### src/rtl/lsu_mem_unit.sv
// lsu_mem_unit: byte-serial load/store unit between the LSBuffer, the memory
// controller and the ROB. Each access is split into 1, 2 or 4 byte requests.
// Define LSU_STORE_COMMIT_EN to make stores wait for their ROB commit before
// touching memory. By default stores go to memory as soon as they are issued.

package lsu_mem_unit_pkg;
  localparam int unsigned XLEN     = 32;
  localparam int unsigned OP_ID_W  = 4;
  localparam int unsigned ROB_ID_W = 4;

  localparam logic [OP_ID_W-1:0] OP_LB  = 4'd0;
  localparam logic [OP_ID_W-1:0] OP_LH  = 4'd1;
  localparam logic [OP_ID_W-1:0] OP_LW  = 4'd2;
  localparam logic [OP_ID_W-1:0] OP_LBU = 4'd3;
  localparam logic [OP_ID_W-1:0] OP_LHU = 4'd4;
  localparam logic [OP_ID_W-1:0] OP_SB  = 4'd5;
  localparam logic [OP_ID_W-1:0] OP_SH  = 4'd6;
  localparam logic [OP_ID_W-1:0] OP_SW  = 4'd7;
endpackage

module lsu_mem_unit
  import lsu_mem_unit_pkg::*;
(
  input  logic                clk,
  input  logic                rst,
  input  logic                rdy,
  input  logic                LSB_input_valid,
  input  logic [OP_ID_W-1:0]  LSB_OP_ID,
  input  logic [XLEN-1:0]     LSB_reg_rs1,
  input  logic [XLEN-1:0]     LSB_reg_rs2,
  input  logic [XLEN-1:0]     LSB_imm,
  input  logic [ROB_ID_W-1:0] LSB_ROB_id,
  output logic                LSB_is_busy,
  output logic                MC_valid,
  output logic                MC_wr,
  output logic [XLEN-1:0]     MC_addr,
  output logic [7:0]          MC_wdata,
  input  logic                MC_done,
  input  logic [7:0]          MC_rdata,
  input  logic                ROB_commit_valid,
  input  logic [ROB_ID_W-1:0] ROB_commit_ROB_id,
  input  logic                ROB_flush,
  output logic                ROB_output_valid,
  output logic [ROB_ID_W-1:0] ROB_output_ROB_id,
  output logic [XLEN-1:0]     ROB_output_value
);

  typedef enum logic [1:0] {
    S_IDLE        = 2'd0,
    S_WAIT_COMMIT = 2'd1,
    S_ACCESS      = 2'd2,
    S_DONE        = 2'd3
  } state_e;

  state_e                state_q;
  logic [OP_ID_W-1:0]    op_q;
  logic [ROB_ID_W-1:0]   rob_id_q;
  logic [XLEN-1:0]       rs2_q;
  logic [XLEN-1:0]       addr_q;
  logic [XLEN-1:0]       res_q;
  logic [1:0]            k_q;
  logic [1:0]            nlast_q;
  logic                  flushed_q;
  logic                  busy_q;
  logic                  mc_valid_q;
  logic                  mc_wr_q;
  logic [XLEN-1:0]       mc_addr_q;
  logic [7:0]            mc_wdata_q;
  logic                  out_valid_q;
  logic [ROB_ID_W-1:0]   out_id_q;
  logic [XLEN-1:0]       out_value_q;

  logic [XLEN-1:0]       addr_d;
  logic [1:0]            k_d;
  logic [XLEN-1:0]       mc_addr_d;
  logic [7:0]            mc_wdata_d;
  logic [XLEN-1:0]       out_value_d;
  logic                  issue_store_c;
  logic [1:0]            issue_nlast_c;
  logic                  issue_gated_c;
  logic                  commit_hit_c;

  function automatic logic is_store_op(input logic [OP_ID_W-1:0] op);
    return (op == OP_SB) || (op == OP_SH) || (op == OP_SW);
  endfunction

  // Index of the last byte of the access (0, 1 or 3).
  function automatic logic [1:0] last_byte(input logic [OP_ID_W-1:0] op);
    case (op)
      OP_LB, OP_LBU, OP_SB: return 2'd0;
      OP_LH, OP_LHU, OP_SH: return 2'd1;
      default:              return 2'd3;
    endcase
  endfunction

  // Loaded value with sign/zero extension; stores broadcast zero.
  function automatic logic [XLEN-1:0] load_value(input logic [OP_ID_W-1:0] op,
                                                 input logic [XLEN-1:0]    r);
    case (op)
      OP_LB:   return {{24{r[7]}}, r[7:0]};
      OP_LH:   return {{16{r[15]}}, r[15:0]};
      OP_LBU:  return {24'd0, r[7:0]};
      OP_LHU:  return {16'd0, r[15:0]};
      OP_LW:   return r;
      default: return '0;
    endcase
  endfunction

`ifdef LSU_STORE_COMMIT_EN
  assign issue_gated_c = is_store_op(LSB_OP_ID);
  assign commit_hit_c  = ROB_commit_valid && (ROB_commit_ROB_id == rob_id_q);
`else
  // Commit port is not used when stores are not held for commit.
  logic unused_commit_c;
  assign unused_commit_c = ^{ROB_commit_valid, ROB_commit_ROB_id};
  assign issue_gated_c   = 1'b0;
  assign commit_hit_c    = 1'b0;
`endif

  // Effective address, next byte request and completion value.
  always_comb begin
    addr_d        = LSB_reg_rs1 + LSB_imm;
    issue_store_c = is_store_op(LSB_OP_ID);
    issue_nlast_c = last_byte(LSB_OP_ID);
    k_d           = k_q + 2'd1;
    mc_addr_d     = addr_q + 32'(k_d);
    mc_wdata_d    = rs2_q[{k_d, 3'b000} +: 8];
    out_value_d   = load_value(op_q, res_q);
  end

  // Control FSM, byte sequencing and registered outputs; everything holds when rdy is low.
  always_ff @(posedge clk or negedge rst) begin
    if (!rst) begin
      state_q     <= S_IDLE;
      op_q        <= '0;
      rob_id_q    <= '0;
      rs2_q       <= '0;
      addr_q      <= '0;
      res_q       <= '0;
      k_q         <= '0;
      nlast_q     <= '0;
      flushed_q   <= 1'b0;
      busy_q      <= 1'b0;
      mc_valid_q  <= 1'b0;
      mc_wr_q     <= 1'b0;
      mc_addr_q   <= '0;
      mc_wdata_q  <= '0;
      out_valid_q <= 1'b0;
      out_id_q    <= '0;
      out_value_q <= '0;
    end else if (rdy) begin
      out_valid_q <= 1'b0;
      case (state_q)
        S_IDLE: begin
          if (LSB_input_valid && !ROB_flush) begin
            op_q       <= LSB_OP_ID;
            rob_id_q   <= LSB_ROB_id;
            rs2_q      <= LSB_reg_rs2;
            addr_q     <= addr_d;
            nlast_q    <= issue_nlast_c;
            k_q        <= 2'd0;
            res_q      <= '0;
            flushed_q  <= 1'b0;
            busy_q     <= 1'b1;
            mc_addr_q  <= addr_d;
            mc_wr_q    <= issue_store_c;
            mc_wdata_q <= LSB_reg_rs2[7:0];
            mc_valid_q <= !issue_gated_c;
            state_q    <= issue_gated_c ? S_WAIT_COMMIT : S_ACCESS;
          end
        end
        S_WAIT_COMMIT: begin
          if (ROB_flush) begin
            busy_q  <= 1'b0;
            mc_wr_q <= 1'b0;
            state_q <= S_IDLE;
          end else if (commit_hit_c) begin
            mc_valid_q <= 1'b1;
            state_q    <= S_ACCESS;
          end
        end
        S_ACCESS: begin
          if (ROB_flush && !is_store_op(op_q)) begin
            // Loads are speculative and can be dropped mid-transfer.
            mc_valid_q <= 1'b0;
            mc_wr_q    <= 1'b0;
            busy_q     <= 1'b0;
            state_q    <= S_IDLE;
          end else begin
            // A store already in flight finishes but must not broadcast.
            if (ROB_flush) flushed_q <= 1'b1;
            if (MC_done) begin
              if (!is_store_op(op_q)) res_q[{k_q, 3'b000} +: 8] <= MC_rdata;
              if (k_q == nlast_q) begin
                mc_valid_q <= 1'b0;
                mc_wr_q    <= 1'b0;
                state_q    <= S_DONE;
              end else begin
                k_q        <= k_d;
                mc_addr_q  <= mc_addr_d;
                mc_wdata_q <= mc_wdata_d;
              end
            end
          end
        end
        S_DONE: begin
          busy_q  <= 1'b0;
          state_q <= S_IDLE;
          if (!ROB_flush && !flushed_q) begin
            out_valid_q <= 1'b1;
            out_id_q    <= rob_id_q;
            out_value_q <= out_value_d;
          end
        end
        default: state_q <= S_IDLE;
      endcase
    end
  end

  assign LSB_is_busy       = busy_q;
  assign MC_valid          = mc_valid_q;
  assign MC_wr             = mc_wr_q;
  assign MC_addr           = mc_addr_q;
  assign MC_wdata          = mc_wdata_q;
  assign ROB_output_valid  = out_valid_q;
  assign ROB_output_ROB_id = out_id_q;
  assign ROB_output_value  = out_value_q;

endmodule

### config.mk
export PLATFORM = sky130hd
export DESIGN_NAME = lsu_mem_unit
export DESIGN_NICKNAME = d
export VERILOG_FILES = /design/src/rtl/lsu_mem_unit.sv
export SDC_FILE = /design/constraint.sdc
export NUM_CORES = 1
export LEC_CHECK = 0
export CORE_ASPECT_RATIO = 0.6
export CORE_MARGIN = 2
export CORE_UTILIZATION = 45
export CTS_CLUSTER_DIAMETER = 40
export CTS_CLUSTER_SIZE = 12
export DETAILED_ROUTE_END_ITERATION = 7
export PLACE_DENSITY = 0.7
export SYNTH_ARGS = -nofsm -noshare
export SYNTH_HDL_FRONTEND = slang
export SYNTH_SLANG_ARGS = --single-unit
export TNS_END_PERCENT = 50
### constraint.sdc
create_clock -name clk -period 4.3 [get_ports clk]
set_input_delay 0.86 -clock clk [delete_from_list [all_inputs] [get_ports clk]]
set_output_delay 0.86 -clock clk [all_outputs]
set_load 0.05 [all_outputs]
-- Yosys cells after proc, flatten, opt, wreduce, memory -nomap -nowiden
Index checks and enable logic that the tools add are counted.
- flip-flop bits (word level): 191
- bits of input ports: 123
- output and inout bits: 80
- word-level logic and storage cells: 122
- add/subtract/negate cells: 4
- eq/ne operators: 27
- shifts and indexed selects: 3
- muxes and demuxes: 45
- reductions and logical operators: 26
- operator list (kind ; number):
    $mux W32 ; 8
    $pmux W32 S5 ; 1
    $pmux W32 S2 ; 2
    $add A32 B2 Y32 ; 1
    $add A32 B32 Y32 ; 1
    $bwmux W32 ; 1
    $eq A4 B3 Y1 const B ; 8
    $mux W8 ; 4
    $shift A8 B7 Y32 const A ; 1
    $shiftx A32 B6 Y8 ; 1
    $shiftx A8 B7 Y32 ; 1
    $mux W2 ; 9
    $reduce_and A6 Y1 ; 3
    $ne A2 B2 Y1 const B ; 8
    $pmux W8 S2 ; 1
    $reduce_and A5 Y1 ; 3
    $eq A4 B2 Y1 const B ; 3
    $mux W1 ; 12
    $eq A4 B1 Y1 const B ; 2
    $logic_not A4 Y1 ; 2
    $pmux W2 S2 ; 2
    $pmux W2 S4 ; 1
    $neg A5 Y7 ; 1
    $ne A3 B3 Y1 const B ; 2
    16 further kinds ; 27

-- Longest topological paths before layout
Gate-level depths: netlist (run 1).
- depth in word-level cells: 7
- mapped depth: 13
- depth with buffers taken out: 11

-- Least setup slack after synthesis (run 1)
No wires, ideal clock.
- path kind: reg2reg
- from: register k_q[0]
- to: register mc_addr_q[19], in the netlist MC_addr[19]
- library setup time: 0.131 ns
- arrival time: 3.081 ns
- data required time: 4.169 ns
- slack: 1.087 ns
- stages on the path, launching flop included: 14
- buffers on the path: 2
- clock period less this slack: 3.213 ns
- cells stage by stage: dfrtp_1 > buf_2 > buf_1 > inv_1 > ha_1 > ha_1 > a21o_1 > nand4_1 > nor3_1 > nand2_1 > xnor2_1 > a211o_1 > o21ai_0 > o21ai_1
- word-level cells in the longest chain between the ends: 6
- elaborated cells on any way between the ends: 9
- classes of those cells: 2 x add/sub; 2 x eq/ne; 4 x mux; 1 x reduce/logical
- RTL lines (item ; RTL line ; RTL):
    start, declared ; 61 ; logic [1:0] k_q;
    start signal, assigned ; 199 ; k_q <= k_d;
    $add A2 B1 Y2 ; 125 ; k_d = k_q + 2'd1;
    $add A32 B2 Y32 ; 126 ; mc_addr_d = addr_q + 32'(k_d);
    $mux W32 ; 194 ; if (k_q == nlast_q) begin
    $mux W32 ; 192 ; if (MC_done) begin
    $mux W32 ; 183 ; if (ROB_flush && !is_store_op(op_q)) begin
    $pmux W32 S2 ; 153 ; case (state_q)
    end signal, assigned ; 165 ; mc_addr_q <= addr_d;
    end signal, assigned ; 200 ; mc_addr_q <= mc_addr_d;
    end, declared ; 67 ; logic [XLEN-1:0] mc_addr_q;
Parallel ways exist; a longest one is shown, timed or not. The select of a mux whose other input is x is not followed.
A chain may end at the register's enable or synchronous reset.

-- Worst setup path in the final report (run 1)
- from: input port LSB_reg_rs1[0]
- to: register mc_addr_q[30], in the netlist MC_addr[30]
- word-level cells in the longest chain between the ends: 3
- RTL lines (item ; RTL line ; RTL):
    start, declared ; 29 ; input logic [XLEN-1:0] LSB_reg_rs1,
    $add A32 B32 Y32 ; 122 ; addr_d = LSB_reg_rs1 + LSB_imm;
    $mux W32 ; 155 ; if (LSB_input_valid && !ROB_flush) begin
    $pmux W32 S2 ; 153 ;
No other way between the ends. The select of a mux whose other input is x is not followed.

==> key figures, run 1 <==
Place
  – Post-DP HPWL: 21.0 mm
  – Placed inst area: between 10,000 and 15,000 um2
  – GP Congestion: 0.911
  – Placed insts: approximately 1,500
  – Port bufs: between 150 and 200

STA
  – Slew headroom: 23.8%
  – Slew Limit Fails: 0
  – Min Clock Period, post-route: about 3.4 ns
  – Max Fclk: 290 MHz
  – Endpoints failing setup: 0
  – Setup TNS: 0 ns
  – Skew final: 0.00991 ns
  – Final Hold Fails: 0
  – Tcrit/Tclk final: about four fifths
  – Worst slew pin tran: around 1.1 ns
  – RSZ-0062 raised after global routing: no
  – Hold WS: around 0.42 ns

Worst hold path
  – Path type of the worst min-delay path: in -> async

Clock network
  – Clock Pin Slew Worst Setup and Hold Paths: roughly 0.070 ns
  – CTS root buf: clkbuf_16
  – Worst-Skew Late Latency: around 0.44 ns
  – Clock Tree Buf Depth: 2
  – CTS tree: yes
  – TritonCTS Buffers: 17
  – Hold Buf Count CTS: 0
  – Postcts setup bufs: 0
  – Post-CTS resize count: 0
  – H-Tree Level Count: 4
  – Clock sinks: about 190

Global route
  – Number of antenna violations at the first check in global routing: 1
  – Gr usage total: roughly 24%
  – Vias in the first global route: between 8,000 and 9,000
  – Largest net degree at the start of global routing: ~80
  – Global-route wire length before repair: roughly 46 mm
  – GRT Residual Overflow: 0

Floorplanning
  – Die area: ~24,000 um2
  – Core Region: approximately 22,000 um2
  – Row cnt: 42
  – Top Ports: around 200
  – Starting Density: between 40% and 50%
  – Die extent in x: between 150 and 200 um
  – Die Y: between 100 and 150 um

Worst setup path
  – Critical Path AT: between 3 and 4 ns
  – Req. time, crit path: between 4 and 5 ns
  – Worst setup SP type: primary input
  – CP Capture Type: flip-flop
  – Crit Path Category: in -> reg
  – Crit-path max FO: 3

Yosys
  – Yosys reg bits: about 190
  – Post-synthesis average cell area: 9.60 um2
  – Top post-synthesis cells by area: dfrtp_1, nand2_1, mux2_2
  – Synth cell types: between 50 and 60
  – Post-Syn Area: approximately 10,000 um2
  – Synth async-reset ratio: between 90% and 100%
  – Most used DFF post-synth: dfrtp_1
  – Synth Area in XOR/XNOR: 5.25%
  – Area share of the largest cell type after synthesis: 46.2%
  – Synth Instances: about 1,100
  – Largest family of logic cells by synthesized area: compound AO/OA/AOI/OAI gates
  – EDFF count, synth: 0
  – Mapped Nets: roughly 1,200
  – Post-synth top area cell: dfrtp_1
  – Compound-Gate Fraction of Synth Area: 16.9%
  – Synth warn: 0
  – Post-Synth Adder-Cell Area: under 10%
  – Seq/Total Area, Yosys: about 46%
  – Post-Synth Simple-Gate Area: about 14%
  – Mux cell area share after synthesis: ~9%

Routing
  – First drt pass iteration count: 5
  – Via density per instance: about 5.5
  – DRT Wirelength: approximately 29 mm
  – Initial DRC count: 760
  – DRC Markers: 0
  – WL per Instance: roughly 18 um
  – Total number of vias: approximately 8,700
  – Final antenna-violating net count: 0

Power
  – Combinational share of power: between 40% and 50%
  – Clock power share: approximately a fifth
  – Leak: about 5.6 nW
  – Sequential Power Share: ~36%
  – NetSw: 3.51 mW
  – Maximum vdd ir drop: approximately 0.00036 V
  – Total power draw: 8.38 mW
  – Switch share: between 40% and 50%
  – P_int: about 4.9 mW
  – Power density cells: 632 nW/um2

Final layout
  – Fraction of layout cells with a size suffix above 1: 9.76%
  – Design area: 13,300 um2
  – Post-Layout Cell Count: roughly 1,600
  – Fill count: approximately 2,000
  – NumNets Final: 1,425
  – Layout area overhead: 28.3%

Run
  – Maxcap violations: 0

Outcome
  – Status: completed
[worst max-delay path, cell delays in order]
cell and delay, ns:
clkdlybuf4s50_1 0.46, ha_1 0.17, inv_1 0.06, fa_1 0.45, nor2b_4 0.14, o211a_1 0.19, o21ai_0 0.14, a21oi_1 0.39
a21oi_1 0.26, o21ai_0 0.27, xnor2_1 0.17, o221ai_1 0.16
[final cells by class]
| class | count | area (um2) | share of cell area [%] |
|---|---|---|---|
| Multi-Input combinational cell | 811 | 5310 | 40.0 |
| Timing Repair Buffer | 214 | 2120 | 15.9 |
| Antenna cell | 1 | 2.50 | 0.0189 |
| Inverter | 22 | 82.6 | 0.622 |
| Clock buffer | 19 | 453 | 3.41 |
| Tap cell | 308 | 385 | 2.90 |
| Sequential cell | 191 | 4780 | 36.0 |
| Clock inverter | 13 | 149 | 1.12 |
[registers in the layout (all words and copies together) (netlist names)]
signal             cells
MC_addr               32
ROB_output_value      32
addr_q                32
res_q                 32
rs2_q                 32
MC_wdata               8
ROB_output_ROB_id      4
op_q                   4
rob_id_q               4
k_q                    2
nlast_q                2
state_q                2
LSB_is_busy            1
MC_valid               1
MC_wr                  1
ROB_output_valid       1
flushed_q              1
[worst paths after layout]
check	start	end	slack, ns	depth (start not counted)
setup / recovery	LSB_reg_rs1[0]	MC_addr[30]	0.85	12
hold / removal	rst	rob_id_q[0]	0.42	1
setup reg to reg	k_q[0]	MC_addr[20]	0.93	12
hold reg to reg	ROB_output_value[17]	ROB_output_value[17]	0.48	2
max in group asynchronous	rst	ROB_output_ROB_id[3]	2.85	2
min in group clk	ROB_output_value[17]	ROB_output_value[17]	0.48	2
[power groups by stage]
stage | logic [mW] | registers [mW] | clock network [mW]
final | 3.75 | 3.00 | 1.64
after global routing | 4.07 | 3.09 | 1.75
after CTS | 3.77 | 2.99 | 1.68
after detailed placement | 3.74 | 3.01 | 0
after global placement | 3.68 | 2.98 | 0
after floorplan | 1.79 | 3.69 | 0
[cells by family (layout without fill, tap and decap cells)]
kind of cell               after synthesis  in the layout
AOI/OAI and AO/OA                      296            296
xor gates and xnor gates                62             62
adders and majority gates               45             45
buffers and inverters                   75            268
DFF                                    191            191
muxes                                   76             76
other                                    0              1
and+or+nand+nor                        332            332
[per-stage QoR]
| step | worst slack (ns) | util, % |
|---|---|---|
| 2_1_floorplan | 1.09 | - |
| 4_1_cts | 0.870 | 59.6 |
| 6_report | 0.854 | 59.6 |
| 3_5_place_dp | 0.408 | 56.9 |
| 3_3_place_gp | 0.459 | 56.9 |
| 5_1_grt | 0.715 | 59.6 |
[routing by layer]
layer	vias to the layer above	part of all wire (%)	routed length (um)	GRT usage (%)
li1	4180	-	-	-
met1	4202	52	14800	39.3
met2	283	39	11200	32.4
met3	12	8.3	2370	6.78
met4	2	0.57	162	3.98
met5	-	0.046	13	0
[Yosys cell counts, types with 2 or more instances]
cell type and n:
fa_1 2, or3_1 6, xor2_1 35, nor4_1 3
o21ai_0 104, nand4_1 13, a22o_1 16, dfrtp_1 191
and4_1 2, nand2_1 170, mux2i_1 13, nand3_1 32
nor2_1 55, mux2_2 54, a21oi_1 77, a211oi_1 5
clkbuf_1 42, o22ai_1 2, a21boi_0 2, o31ai_1 5
a21o_1 3, o211a_1 2, ha_1 43, nor2b_1 7
a31oi_1 5, o21ai_1 38, nand2b_1 10, inv_1 22
and3_1 11, nand3b_1 2, o21bai_1 3, nor3_1 15
o21a_1 6, mux4_2 8, buf_2 5, o221ai_1 10
buf_1 6, o211ai_1 6, xnor2_1 27
[cell usage in the layout, fill, tap and decap left out, types with 6 or more instances in the layout]
cell	synthesis	final
nand2_1	170	169
o21a_1	6	6
or3_1	6	6
o221ai_1	10	10
clkbuf_16	0	17
nor2b_1	7	7
buf_4	0	16
o21ai_0	104	104
inv_1	22	22
and3_1	11	11
mux2_2	54	54
mux4_2	8	8
nor2_1	55	55
o21ai_1	38	38
o211ai_1	6	6
xnor2_1	27	27
mux2i_1	13	13
nand4_1	13	13
nand2b_1	10	10
dfrtp_1	191	191
xor2_1	35	35
nand3_1	32	31
ha_1	43	42
a21oi_1	77	77
a22o_1	16	16
clkdlybuf4s50_1	0	196
nor3_1	15	15
Note: power is estimated with default switching activity, not from simulation.
==> run 2: changes to the inputs <==
--- a/config.mk
+++ b/config.mk
@@ -11,7 +11,7 @@
 export CTS_CLUSTER_DIAMETER = 40
 export CTS_CLUSTER_SIZE = 12
 export DETAILED_ROUTE_END_ITERATION = 7
-export PLACE_DENSITY = 0.7
+export PLACE_DENSITY = 0.73
 export SYNTH_ARGS = -nofsm -noshare
 export SYNTH_HDL_FRONTEND = slang
 export SYNTH_SLANG_ARGS = --single-unit
==> constraint.sdc (replaced) <==
create_clock -name clk -period 2.9 [get_ports clk]
set_input_delay 0.58 -clock clk [delete_from_list [all_inputs] [get_ports clk]]
set_output_delay 0.58 -clock clk [all_outputs]
set_load 0.05 [all_outputs]
==> run 2 against run 1 <==
Against the previous run:
- clock skew up 0.0016 ns
- largest cell class unchanged
- highest routed layer is now met4
- sequential cell count unchanged
- combinational power up 55%
- via count up 4.4%
- final area up 5.9%
==> key figures, run 2 (same netlist as run 1, synthesis figures left out) <==
Final layout
  – Fill count: 1,880
  – Post-Layout Cell Count: around 1,700
  – Final Util: between 60% and 70%
  – Fraction of layout cells with a size suffix above 1: 17.0%
  – Most common cell after layout, fill and taps aside: clkdlybuf4s50_1
  – Reg area: 4780 um2
  – Layout area overhead: 36.0%
  – Ant. Diodes: 0
  – Commonest non-fill, non-tap cells in the layout: clkdlybuf4s50_1, dfrtp_1, nand2_1, o21ai_0, buf_4
  – Area of the multi-input gates: roughly 5400 um2
  – NumNets Final: approximately 1,500

STA
  – Setup TNS: 0 ns
  – Tcrit/Tclk final: 98.5%
  – Worst slew pin tran: 1.30 ns
  – Slew Limit Fails: 0
  – Skew final: 0.0115 ns
  – Final Hold Fails: 0
  – RSZ-0062 raised after global routing: yes
  – Endpoints failing setup: 0
  – Slew headroom: between 10% and 20%
  – Min Clock Period, post-route: 2.86 ns
  – Max Fclk: ~350 MHz

Clock network
  – H-Tree Level Count: 4
  – Clock Tree Buf Depth: 2
  – Clock sinks: approximately 190
  – CTS root buf: clkbuf_16
  – Clock Pin Slew Worst Setup and Hold Paths: ~0.07 ns
  – Worst-Skew Late Latency: between 0.4 and 0.5 ns
  – TritonCTS Buffers: 17
  – CTS tree: yes

Power
  – Power density cells: about 900 nW/um2
  – Maximum vdd ir drop: approximately 0.0005 V
  – Leak: a little over 6 nW
  – Total power draw: 12.5 mW

Routing
  – First drt pass iteration count: 5
  – Initial DRC count: ~640
  – WL per Instance: approximately 17 um
  – DRT Wirelength: about 29 mm
  – DRC Markers: 0
  – Final antenna-violating net count: 0
  – Via density per instance: 5.42
  – Total number of vias: 9,058

Floorplanning
  – Die extent in x: around 200 um
  – Core Region: between 20,000 and 25,000 um2
  – Row cnt: 42
  – Top Ports: 203
  – Die area: 24,300 um2
  – Starting Density: between 40% and 50%
  – Die Y: ~120 um

Place
  – Port bufs: around 200
  – Placed insts: about 1,600
  – GP Congestion: just under 0.9
  – Post-DP HPWL: around 22 mm

Global route
  – GR Util met2: about a third
  – Gr usage total: between 20% and 30%
  – GRT Residual Overflow: 0
  – Vias in the first global route: about 8,800
  – Largest net degree at the start of global routing: 75
  – GR met1 Demand/Resource: about 39%
  – Global-route wire length before repair: 46.7 mm
  – GR Util met3: under 10%
  – Number of antenna violations at the first check in global routing: 0
  – Gr busiest metal: met1

Worst setup path
  – Worst setup path startpoint: LSB_reg_rs1[1]
  – Critical Path AT: around 3.2 ns
  – R2r setup slk: 0.24 ns
  – Crit-path max FO: 5
  – Req. time, crit path: approximately 3.2 ns
  – Worst setup SP type: primary input
  – Worst R2R Path Depth: 8
  – Critical Path Sink: MC_addr[19]
  – FF-to-FF End: MC_addr[26]
  – R2R Path Start: k_q[1]
  – Crit Path Category: in -> reg
  – CP Capture Type: flip-flop

Outcome
  – Status: completed

Worst hold path
  – Path type of the worst min-delay path: in -> async

Run
  – Maxcap violations: 0
## run 2: cell type report
| type | instances | area share (%) |
|---|---|---|
| inverter | 22 | 0.587 |
| clock buffer | 17 | 3.03 |
| tap | 308 | 2.74 |
| timing repair buffer | 306 | 20.4 |
| multi-input combinational | 811 | 38.4 |
| clock inverter | 15 | 0.925 |
| sequential | 191 | 34.0 |
## run 2: critical path: stages
cell             delay (ns)
clkdlybuf4s50_1        0.44
ha_1                   0.29
a21oi_1                0.07
nor2_1                 0.28
o31ai_1                0.14
buf_4                  0.15
a31oi_1                0.31
o21ai_2                0.20
o31ai_1                0.39
mux2_2                 0.24
o21ai_1                0.06
## run 2: where the power goes
group | switching (mW) | internal (mW)
clock | 1.12 | 1.13
combinational | 3.40 | 2.42
sequential | 0.785 | 3.66
## run 2: how the worst min path moves through the flow
stage | start | to | depth (start not counted)
2_1_floorplan | rst | LSB_is_busy | 0
3_3_place_gp | res_q[10] | res_q[10] | 2
3_5_place_dp | MC_wdata[3] | MC_wdata[3] | 2
4_1_cts | rst | ROB_output_ROB_id[0] | 1
5_1_grt | rst | ROB_output_ROB_id[3] | 1
6_report | rst | ROB_output_ROB_id[3] | 1
## run 2: through the flow
stage / worst slack (ns) / instance area (um2) / hold WS [ns]
2_1_floorplan: 0.0114 / 10300 / 0.284
3_3_place_gp: -0.473 / 13400 / 0.461
3_5_place_dp: -0.555 / 13400 / 0.469
4_1_cts: 0.0243 / 14000 / 0.171
5_1_grt: -0.0142 / 14100 / 0.194
6_report: 0.0441 / 14100 / 0.159
## run 2: layer usage
metal	share of wire, %	wire (um)
met1	51	14700
met2	41	12000
met3	7.4	2160
met4	0.79	229
met5	0	0
## run 2: what timing repair did
item	CTS	global route
resized for setup	6	13
setup buffers	0	2
pin swaps	4	3
setup endpoints to repair	6	29
hold buffers	0	0
